<file path="config.mk">
export PLATFORM = sky130hd
export DESIGN_NAME = fu_fadd
export DESIGN_NICKNAME = d
export VERILOG_FILES = /design/src/rtl/fpu_pkg.sv /design/src/rtl/fpu_lzc24.sv /design/src/rtl/fu_fadd.sv
export SDC_FILE = /design/constraint.sdc
export NUM_CORES = 1
export LEC_CHECK = 0
export ABC_AREA = 1
export CAP_MARGIN = 20
export CORE_ASPECT_RATIO = 1.2
export CORE_MARGIN = 1.5
export CORE_UTILIZATION = 35
export CTS_BUF_LIST = sky130_fd_sc_hd__clkbuf_4 sky130_fd_sc_hd__clkbuf_8 sky130_fd_sc_hd__clkbuf_16
export DETAILED_ROUTE_END_ITERATION = 16
export PLACE_DENSITY_LB_ADDON = 0.2
export SKIP_LAST_GASP = 1
export SLEW_MARGIN = 25
export SYNTH_ARGS = -nofsm -noshare
export SYNTH_HDL_FRONTEND = slang
export SYNTH_SLANG_ARGS = --single-unit
</file>
<file path="constraint.sdc">
create_clock -name clk -period 13.47 [get_ports clk]
set_clock_uncertainty 0.1 [all_clocks]
set_input_delay 4.041 -clock clk [delete_from_list [all_inputs] [get_ports clk]]
set_output_delay 4.041 -clock clk [all_outputs]
set_load 0.02 [all_outputs]
</file>
<file path="src/rtl/fpu_pkg.sv">
// Shared single-precision FPU definitions: exponent constants, canonical NaN,
// exception flag bit positions, multi-cycle unit state encoding and helpers.
package fpu_pkg;

  localparam int unsigned EXP_BIAS = 127;
  localparam logic [7:0]  EXP_MAX  = 8'(2 * EXP_BIAS + 1);
  localparam logic [31:0] QNAN     = 32'h7FC00000;

  localparam int unsigned FLAG_NV = 4;
  localparam int unsigned FLAG_DZ = 3;
  localparam int unsigned FLAG_OF = 2;
  localparam int unsigned FLAG_UF = 1;
  localparam int unsigned FLAG_NX = 0;

  typedef enum logic [2:0] {
    IDLE  = 3'd0,
    ALIGN = 3'd1,
    NORM  = 3'd2,
    ROUND = 3'd3,
    DONE  = 3'd4
  } fadd_state_e;

  function automatic logic fp_is_nan(input logic [31:0] x);
    return (x[30:23] == EXP_MAX) && (x[22:0] != 23'h0);
  endfunction

  function automatic logic fp_is_inf(input logic [31:0] x);
    return (x[30:23] == EXP_MAX) && (x[22:0] == 23'h0);
  endfunction

  function automatic logic fp_is_snan(input logic [31:0] x);
    return fp_is_nan(x) && !x[22];
  endfunction

endpackage

</file>
<file path="src/rtl/fpu_lzc24.sv">
// Combinational 24-bit leading-zero counter; an all-zero input counts as 24.
module fpu_lzc24 (
  input  logic [23:0] din_i,
  output logic [4:0]  cnt_o
);

  // Scan upward so the most significant set bit is the last to assign.
  always_comb begin
    cnt_o = 5'd24;
    for (int i = 0; i < 24; i++) begin
      if (din_i[i]) cnt_o = 5'(23 - i);
    end
  end

endmodule

</file>
<file path="src/rtl/fu_fadd.sv">
// Multi-cycle IEEE-754 single adder/subtractor (RNE, flush-to-zero), fixed 4-edge latency.
// Define FU_FADD_FLAGS_EN to compute exception flags and expose the fflags port.
module fu_fadd
  import fpu_pkg::*;
(
  input  logic        clk,
  input  logic        rst,
  input  logic        EN,
  input  logic        sub,
  input  logic [31:0] A,
  input  logic [31:0] B,
  output logic        finish,
  output logic [31:0] res,
  output logic        busy
`ifdef FU_FADD_FLAGS_EN
  ,
  output logic [4:0]  fflags
`endif
);

  fadd_state_e state_q, state_d;
  logic        accept;

  assign accept = EN && ((state_q == IDLE) || (state_q == DONE));

  always_ff @(posedge clk) begin
    if (rst) state_q <= IDLE;
    else     state_q <= state_d;
  end

  always_comb begin
    state_d = state_q;
    unique case (state_q)
      IDLE:    if (accept) state_d = ALIGN;
      ALIGN:   state_d = NORM;
      NORM:    state_d = ROUND;
      ROUND:   state_d = DONE;
      DONE:    state_d = accept ? ALIGN : IDLE;
      default: state_d = IDLE;
    endcase
  end

  always_comb begin
    busy = (state_q != IDLE);
  end

  logic [31:0] a_q, b_q;

  always_ff @(posedge clk) begin
    if (rst) begin
      a_q <= 32'h0;
      b_q <= 32'h0;
    end else if (accept) begin
      a_q <= A;
      b_q <= {B[31] ^ sub, B[30:0]};
    end
  end

  logic        a_nan, b_nan, a_inf, b_inf, inf_sub_inf, spec_d;
  logic [31:0] spec_res_d;
  logic [30:0] a_mag, b_mag, big_mag, small_mag;
  logic        swap, big_sign, small_sign, eff_sub;
  logic [23:0] big_sig, small_sig;
  logic [7:0]  exp_diff;
  logic [4:0]  shamt;
  logic [51:0] small_ext;
  logic [27:0] op_big, op_small, sum_d;

  // Subnormal operands collapse to signed zero before the magnitude compare.
  always_comb begin
    a_nan       = fp_is_nan(a_q);
    b_nan       = fp_is_nan(b_q);
    a_inf       = fp_is_inf(a_q);
    b_inf       = fp_is_inf(b_q);
    inf_sub_inf = a_inf && b_inf && (a_q[31] != b_q[31]);
    spec_d      = a_nan || b_nan || a_inf || b_inf;
    if (a_nan || b_nan || inf_sub_inf) spec_res_d = QNAN;
    else if (a_inf)                    spec_res_d = {a_q[31], EXP_MAX, 23'h0};
    else                               spec_res_d = {b_q[31], EXP_MAX, 23'h0};

    a_mag      = (a_q[30:23] == 8'h00) ? 31'h0 : a_q[30:0];
    b_mag      = (b_q[30:23] == 8'h00) ? 31'h0 : b_q[30:0];
    swap       = (b_mag > a_mag);
    big_mag    = swap ? b_mag : a_mag;
    small_mag  = swap ? a_mag : b_mag;
    big_sign   = swap ? b_q[31] : a_q[31];
    small_sign = swap ? a_q[31] : b_q[31];
    eff_sub    = big_sign ^ small_sign;
    big_sig    = {|big_mag[30:23], big_mag[22:0]};
    small_sig  = {|small_mag[30:23], small_mag[22:0]};
    exp_diff   = big_mag[30:23] - small_mag[30:23];
    shamt      = (exp_diff > 8'd26) ? 5'd26 : exp_diff[4:0];
    small_ext  = {small_sig, 28'h0} >> shamt;
    // Layout: [27] carry, [26:3] significand, [2] guard, [1] round, [0] sticky.
    op_big     = {1'b0, big_sig, 3'b000};
    op_small   = {1'b0, small_ext[51:26], |small_ext[25:0]};
    sum_d      = eff_sub ? (op_big - op_small) : (op_big + op_small);
  end

  logic [27:0] sum_q;
  logic [7:0]  exp1_q;
  logic        sign1_q, eff_sub_q, spec_q;
  logic [31:0] spec_res_q;

  always_ff @(posedge clk) begin
    if (rst) begin
      sum_q      <= 28'h0;
      exp1_q     <= 8'h0;
      sign1_q    <= 1'b0;
      eff_sub_q  <= 1'b0;
      spec_q     <= 1'b0;
      spec_res_q <= 32'h0;
    end else if (state_q == ALIGN) begin
      sum_q      <= sum_d;
      exp1_q     <= big_mag[30:23];
      sign1_q    <= big_sign;
      eff_sub_q  <= eff_sub;
      spec_q     <= spec_d;
      spec_res_q <= spec_res_d;
    end
  end

  logic [4:0]        lzc;
  logic [26:0]       norm_m_d;
  logic signed [9:0] norm_e_d;
  logic              norm_zero_d, norm_sign_d;

  fpu_lzc24 u_lzc (
    .din_i (sum_q[26:3]),
    .cnt_o (lzc)
  );

  // An exact zero from opposite-sign operands is +0; like-signed zeros keep their sign.
  always_comb begin
    if (sum_q[27]) begin
      norm_m_d = {sum_q[27:2], |sum_q[1:0]};
      norm_e_d = $signed({2'b00, exp1_q}) + 10'sd1;
    end else begin
      norm_m_d = sum_q[26:0] << lzc;
      norm_e_d = $signed({2'b00, exp1_q}) - $signed({5'b00000, lzc});
    end
    norm_zero_d = (sum_q == 28'h0);
    norm_sign_d = norm_zero_d ? (sign1_q & ~eff_sub_q) : sign1_q;
  end

  logic [26:0]       m_q;
  logic signed [9:0] e_q;
  logic              sign2_q, zero2_q;

  always_ff @(posedge clk) begin
    if (rst) begin
      m_q     <= 27'h0;
      e_q     <= 10'sd0;
      sign2_q <= 1'b0;
      zero2_q <= 1'b0;
    end else if (state_q == NORM) begin
      m_q     <= norm_m_d;
      e_q     <= norm_e_d;
      sign2_q <= norm_sign_d;
      zero2_q <= norm_zero_d;
    end
  end

  logic              round_up, ovf, unf;
  logic [24:0]       rounded;
  logic [22:0]       frac_f;
  logic signed [9:0] exp_f;
  logic [31:0]       res_d;

  always_comb begin
    round_up = m_q[2] & (m_q[1] | m_q[0] | m_q[3]);
    rounded  = {1'b0, m_q[26:3]} + {24'h0, round_up};
    if (rounded[24]) begin
      frac_f = rounded[23:1];
      exp_f  = e_q + 10'sd1;
    end else begin
      frac_f = rounded[22:0];
      exp_f  = e_q;
    end
    ovf = !spec_q && !zero2_q && (exp_f >= $signed({2'b00, EXP_MAX}));
    unf = !spec_q && !zero2_q && !ovf && (exp_f <= 10'sd0);

    res_d = {sign2_q, exp_f[7:0], frac_f};
    if (spec_q)                res_d = spec_res_q;
    else if (zero2_q || unf)   res_d = {sign2_q, 31'h0};
    else if (ovf)              res_d = {sign2_q, EXP_MAX, 23'h0};
  end

  logic        finish_q;
  logic [31:0] res_q;

  always_ff @(posedge clk) begin
    if (rst) begin
      finish_q <= 1'b0;
      res_q    <= 32'h0;
    end else begin
      finish_q <= (state_q == ROUND);
      if (state_q == ROUND) res_q <= res_d;
    end
  end

  assign finish = finish_q;
  assign res    = res_q;

`ifdef FU_FADD_FLAGS_EN
  logic       spec_nv_q;
  logic [4:0] flags_d, flags_q;

  always_ff @(posedge clk) begin
    if (rst)                    spec_nv_q <= 1'b0;
    else if (state_q == ALIGN)  spec_nv_q <= fp_is_snan(a_q) || fp_is_snan(b_q) || inf_sub_inf;
  end

  always_comb begin
    flags_d          = 5'h0;
    flags_d[FLAG_NV] = spec_q && spec_nv_q;
    flags_d[FLAG_DZ] = 1'b0;
    flags_d[FLAG_OF] = ovf;
    flags_d[FLAG_UF] = unf;
    flags_d[FLAG_NX] = ovf || unf || (!spec_q && !zero2_q && (|m_q[2:0]));
  end

  always_ff @(posedge clk) begin
    if (rst)                    flags_q <= 5'h0;
    else if (state_q == ROUND)  flags_q <= flags_d;
  end

  assign fflags = flags_q;
`endif

endmodule

</file>
==> impl_metrics.csv, run 1 <==
group,metric,value,unit
grt,grt.overflow.total,0,
sta,rsz0062_at_grt,"no",
setup_path,crit_required,13730,ps
route,via_per_inst,5.35,
floorplan,die_w,198,µm
grt,grt_pass1_vias,17000,
outcome,outcome,"complete, no violations",
logic_synthesis,syn_avg_cell_area,5.93,µm²
place,dpl.hpwl,47500,µm
logic_synthesis,synthesis.area,0.0160,mm²
power_and_ir_drop,p_leak,8.16,nW
logic_synthesis,ys_seq_area_share,22.7,%
route,drt-initial-drc-count,1452,
cts,postCtsHoldBufs,0,
worst_hold_path,hold_class,"reg -> reg",
floorplan,start_util,35.5,%
grt,grt_max_degree,74,
sta,layout_setup_ws,3120,ps
sta,finalHoldViolCount,0,
cells_and_area,nets,2852,
route,drc_errors,0,
power_and_ir_drop,p_per_area,184,mW/mm²
sta,worst_pin_slew,1040,ps
setup_path,cp-start-kind,"flip-flop",
cts,clock_path_buffers,2,
sta,slew_headroom,30.1,%
logic_synthesis,ys.flop_type,"dfxtp_1",
logic_synthesis,synth_edf_count,0,
sta,hold_slack,364,ps
cells_and_area,areaGrowthSynthToFinish,11.9,%
setup_path,cpMostUsedCell,"nand2_1",
sta,final_max_slew_viol_count,0,
route,wl_per_cell,17.9,µm
setup_path,crit_fanout,59,
place,portBuffers,101,
floorplan,die_h,237,µm
cts,cts_buffers,17,
logic_synthesis,syn_inst,2689,
logic_synthesis,synth-seq-cells,181,
setup_path,cp_slowest_cell,"inv_2",
cts,cts-root-buf,"clkbuf_16",
cts,clock_latency,470,ps
route,drt_wl_total,59300,µm
setup_path,end_kind,"flip-flop",
cts,cts.sinks,181,
logic_synthesis,synthTopCellsByArea,"dfxtp_1 (23%), nand2_1 (15%), o21ai_0 (8.8%)",
flow_run,max_cap_viol_count,0,
cts,cts_tree,"yes",
cts,cts_max_level,4,
floorplan,ioPinCount,102,
floorplan,coreArea,0.0449,mm²
cells_and_area,antenna_cells,0,
sta,setup_viol,0,
place,gp_congestion,0.931,
cts,post_cts_resized,0,
floorplan,num_rows,85,
power_and_ir_drop,irDropWorstVdd,0.105,mV
logic_synthesis,synth-async-reset-ratio,0,%
grt,grt_pass1_wl,93300,µm
logic_synthesis,synth_top_area_share,22.7,%
cts,post_cts_buffers,0,
logic_synthesis,synth.most_common_cell,"nand2_1",
route,ant_nets,0,
sta,finalSetupTns,0,ps
grt,antenna_found_initial,0,
sta,finalCriticalPeriod,10350,ps
sta,max_freq,96.7,MHz
place,dp_slack,3400,ps
setup_path,worst_ep_arrival_time,10600,ps
logic_synthesis,synth_warnings,0,
logic_synthesis,netlist-cell-type-count,55,
setup_path,reg2regPathDepth,51,
logic_synthesis,synth_top_area_cell,"dfxtp_1",
worst_hold_path,holdPathStages,2,
cells_and_area,layout-drive-gt1-share,3.92,%
logic_synthesis,synth_common_cells,"nand2_1 (631), inv_1 (318), o21ai_0 (281)",
setup_path,max_stage_delay,650,ps
logic_synthesis,synth_fp_nets,2848,
setup_path,criticalPathCategory,"reg -> reg",
sta,fin_crit_sh,76.8,%
route,dr.pass1.iters,6,
grt,grt_util_all_layers,25.4,%
floorplan,die_area,0.0469,mm²
route,vias,17700,
cts,clk_pin_slew,70,ps
[final timing paths]
path	startpoint	endpoint	slack, ps
setup reg to reg	a_q[29]	sum_q[26]	3120
hold reg to reg	res[18]	res[18]	360
hold / removal	res[18]	res[18]	360
setup / recovery	a_q[29]	sum_q[26]	3120
[power breakdown]
| group | leakage [nW] | internal, mW | total, mW | switching, mW |
|---|---|---|---|---|
| Clock | 0.282 | 0.253 | 0.500 | 0.248 |
| Sequential | 1.48 | 0.588 | 0.647 | 0.0582 |
| Combinational | 6.39 | 0.637 | 2.14 | 1.50 |
[sequential cells by signal, summed over array words and instances, names as in the netlist, 3 cells and up]
signal / count
a_q: 32
exp1_q: 8
b_q: 32
spec_res_q: 3
state_q: 3
sum_q: 28
e_q: 10
res: 32
m_q: 27
[final cells by class]
cell class / count / area [µm²]
clock inverters: 13 / 138
well taps: 609 / 762
fillers: 5001 / 27000
inverters: 332 / 1250
repair buffers: 122 / 1160
clock buffers: 19 / 447
flip-flops and latches: 181 / 3620
multi-input cells: 2039 / 10500
[cells by family (layout without fill, tap and decap cells)]
| group | Yosys count | in the layout | synth area share [%] |
|---|---|---|---|
| AOI/OAI and AO/OA | 638 | 638 | 21.9 |
| xor gates and xnor gates | 39 | 39 | 2.14 |
| adders and majority gates | 91 | 91 | 7.23 |
| buffers and inverters | 469 | 486 | 11.8 |
| DFF | 181 | 181 | 22.7 |
| muxes | 9 | 9 | 0.565 |
| and+or+nand+nor | 1262 | 1262 | 33.7 |
[stage by stage]
step                power, mW  instances  instance area (µm²)  util (%)
floorplan                2.20       2689                16000         -
global placement         2.77       3283                17300      38.5
detailed placement       2.76       3283                17300      38.5
CTS                      3.28       3315                17900      39.8
global route             3.58       3315                17900      39.8
finish                   3.29       3315                17900      39.8
[routing by layer]
layer  global-route usage [%]  share of wire (%)  up-vias
met1                     29.2                 41     8187
li1                         -                  -     8949
met2                     45.8                 50      465
met4                     13.8                5.6        0
met5                        0                  0        -
met3                     2.72                3.3      132
[cell usage in the layout, fill, tap and decap left out, types with 9 or more instances in the layout]
cell and instances:
nor2_1 257, xor2_1 37, a21oi_1 236, ha_1 89, nand3_1 247, o21ai_1 11, nand2_2 19, nand2_1 630
o21ai_0 281, nor4_1 26, o31ai_1 12, clkbuf_16 17, buf_4 21, nand4_1 34, a221oi_1 17, nor3_1 23
inv_1 317, clkdlybuf4s50_1 100, o211ai_1 21, inv_2 11, a31oi_1 16, dfxtp_1 181, mux2i_1 9
[worst max-delay path: cells and delay by family (launching register included)]
kind	cells	cell delay [ps]
simple gates	32	4750
compound gates	10	2370
buf+inv	6	1690
fa+ha+maj	3	910
flops	1	350
No activity file was read; power rests on OpenSTA's default activity.
==> run 2: changes to the inputs <==
==> constraint.sdc (replaced) <==
create_clock -name clk -period 9.2 [get_ports clk]
set_clock_uncertainty 0.1 [all_clocks]
set_input_delay 2.76 -clock clk [delete_from_list [all_inputs] [get_ports clk]]
set_output_delay 2.76 -clock clk [all_outputs]
set_load 0.02 [all_outputs]
==> run 2 against run 1 <==
Compared with the run above: fmax grew 23%; setup slack got worse by 2300 ps; routed wire length fell by 0.40%; non-clock buffer count increased by 13; register-to-register slack lost 2300 ps; sequential share of layout area shrank 0.24 points; global-route usage decreased by 0.19 points; count of clock-buffer cells in the layout fell by 1; worst hold slack hardly changed.
==> impl_metrics.csv, run 2 (synthesized netlist as in run 1, its figures left out) <==
group,metric,value,unit
setup_path,r2r_end,"sum_q[27]",
sta,finalCriticalPeriod,8420,ps
sta,max_freq,119,MHz
sta,fin_crit_sh,91.5,%
setup_path,crit_required,9490,ps
setup_path,worst_ep_arrival_time,8710,ps
power_and_ir_drop,p_seq_share,19.3,%
sta,slew_headroom,22.7,%
power_and_ir_drop,irDropWorstVdd,0.154,mV
grt,grt_pass1_vias,16900,
cts,clock_path_buffers,2,
place,portBuffers,101,
sta,setup_viol,0,
cts,cts_buffers,17,
cts,post_cts_buffers,0,
sta,final_max_slew_viol_count,0,
setup_path,cp-start-kind,"flip-flop",
route,via_per_inst,5.31,
route,vias,17700,
sta,finalHoldViolCount,0,
power_and_ir_drop,swShare,55.1,%
sta,rsz0062_at_grt,"no",
floorplan,die_h,237,µm
sta,finalSetupTns,0,ps
setup_path,max_stage_delay,450,ps
worst_hold_path,whs_endpoint,"res[9]",
power_and_ir_drop,p_int,2.21,mW
cells_and_area,nets,2865,
worst_hold_path,hp-start,"res[9]",
outcome,outcome,"complete, no violations",
floorplan,die_w,198,µm
route,drc_errors,0,
setup_path,reg2reg_slack,780,ps
setup_path,cpMostUsedCell,"nand2_1",
cells_and_area,areaGrowthSynthToFinish,13.3,%
grt,grt_util_all_layers,25.3,%
worst_hold_path,hold_class,"reg -> reg",
cells_and_area,mostFrequentLayoutCells,"nand2_1 (630), inv_1 (317), o21ai_0 (280), nor2_1 (257), nand3_1 (248)",
power_and_ir_drop,p_per_area,272,mW/mm²
floorplan,die_area,0.0469,mm²
cells_and_area,layout-drive-gt1-share,4.52,%
cts,cts_max_level,4,
floorplan,start_util,35.5,%
grt,antenna_found_initial,0,
cells_and_area,mostFrequentLayoutCell,"nand2_1",
setup_path,crit_fanout,28,
cts,clock_latency,470,ps
power_and_ir_drop,p_switching,2.71,mW
setup_path,cp_slowest_cell,"fa_1",
sta,layout_setup_ws,783,ps
setup_path,criticalPathCategory,"reg -> reg",
place,gp_congestion,0.954,
place,dp_slack,507,ps
route,drt_wl_total,59000,µm
power_and_ir_drop,p_leak,8.26,nW
cts,clk_pin_slew,80,ps
grt,grt_max_degree,84,
power_and_ir_drop,power,4.91,mW
setup_path,r2r_start,"b_q[28]",
grt,grt.overflow.total,0,
cts,cts_tree,"yes",
setup_path,end_kind,"flip-flop",
cts,cts-root-buf,"clkbuf_16",
cells_and_area,fill_cells,5017,
grt,grt_pass1_wl,92500,µm
floorplan,ioPinCount,102,
setup_path,reg2regPathDepth,61,
route,dr.pass1.iters,5,
power_and_ir_drop,power.share.combinational,65.6,%
flow_run,max_cap_viol_count,0,
route,wl_per_cell,17.7,µm
floorplan,num_rows,85,
worst_hold_path,holdPathStages,2,
place,dpl.hpwl,47600,µm
floorplan,coreArea,0.0449,mm²
sta,worst_pin_slew,1150,ps
route,ant_nets,0,
power_and_ir_drop,pwr-share-clk,15.2,%
cts,cts.sinks,181,
route,drt-initial-drc-count,1305,
[run 2: changes by cell type in the layout (fill, tap and decap cells not counted), sizes merged]
cell      delta
clkinvlp     -1
diode        +1
clkbuf       -1
buf         +13
clkinv       +2
[run 2: area by class of cell]
cell class                      count  area, µm²  area share [%]
Multi-Input combinational cell   2039      10500            58.2
Clock inverter                     14        163           0.900
Inverter                          332       1250            6.93
Clock buffer                       18        439            2.43
Tap cell                          609        762            4.22
Sequential cell                   181       3620            20.1
Antenna cell                        1       2.50          0.0138
Timing Repair Buffer              135       1310            7.24
[run 2: worst max path at each step]
| stage | from | to | cells after the start |
|---|---|---|---|
| 5_1_grt | b_q[29] | sum_q[27] | 60 |
| 3_5_place_dp | a_q[23] | sum_q[27] | 65 |
| 2_1_floorplan | b_q[28] | sum_q[26] | 55 |
| 4_1_cts | b_q[28] | sum_q[27] | 60 |
| 3_3_place_gp | a_q[23] | sum_q[27] | 62 |
| 6_report | b_q[28] | sum_q[27] | 61 |
[run 2: layer usage]
metal / wire length [µm] / part of all wire (%) / up-vias / GRT usage (%)
li1: - / - / 8960 / -
met2: 29800 / 50 / 462 / 46.1
met4: 2910 / 4.9 / 0 / 13.1
met3: 1700 / 2.9 / 113 / 2.39
met5: 0 / 0 / - / 0
met1: 24600 / 42 / 8139 / 28.9
[run 2: timing repair]
action | CTS | global route
hold buffers | 0 | 0
endpoints found under the setup margin | 0 | 9
resized for setup | 0 | 18
[run 2: power groups by stage]
stage | sequential, mW | clock (mW) | combinational, mW
after floorplan | 0.929 | 0 | 2.29
after global placement | 0.962 | 0 | 3.15
after detailed placement | 0.963 | 0 | 3.14
after CTS | 0.945 | 0.766 | 3.16
after global routing | 0.956 | 0.798 | 3.59
final | 0.946 | 0.746 | 3.22
[run 2: worst max-delay path: cells and delay by family (launching register included)]
family                   cells  cell delay [ps]
AO/OA/AOI/OAI               10             1630
adder cells (fa/ha/maj)      4             1090
buffers and inverters        7              880
flip-flops                   1              320
AND/OR/NAND/NOR             40             4270
[run 2: through the flow]
stage | hold WS (ps) | instances | utilization, % | cell area, µm²
2_1_floorplan | 340 | 2689 | - | 16000
3_3_place_gp | 351 | 3296 | 38.8 | 17400
3_5_place_dp | 356 | 3296 | 38.8 | 17400
4_1_cts | 369 | 3328 | 40.1 | 18000
5_1_grt | 385 | 3328 | 40.3 | 18100
6_report | 364 | 3329 | 40.3 | 18100
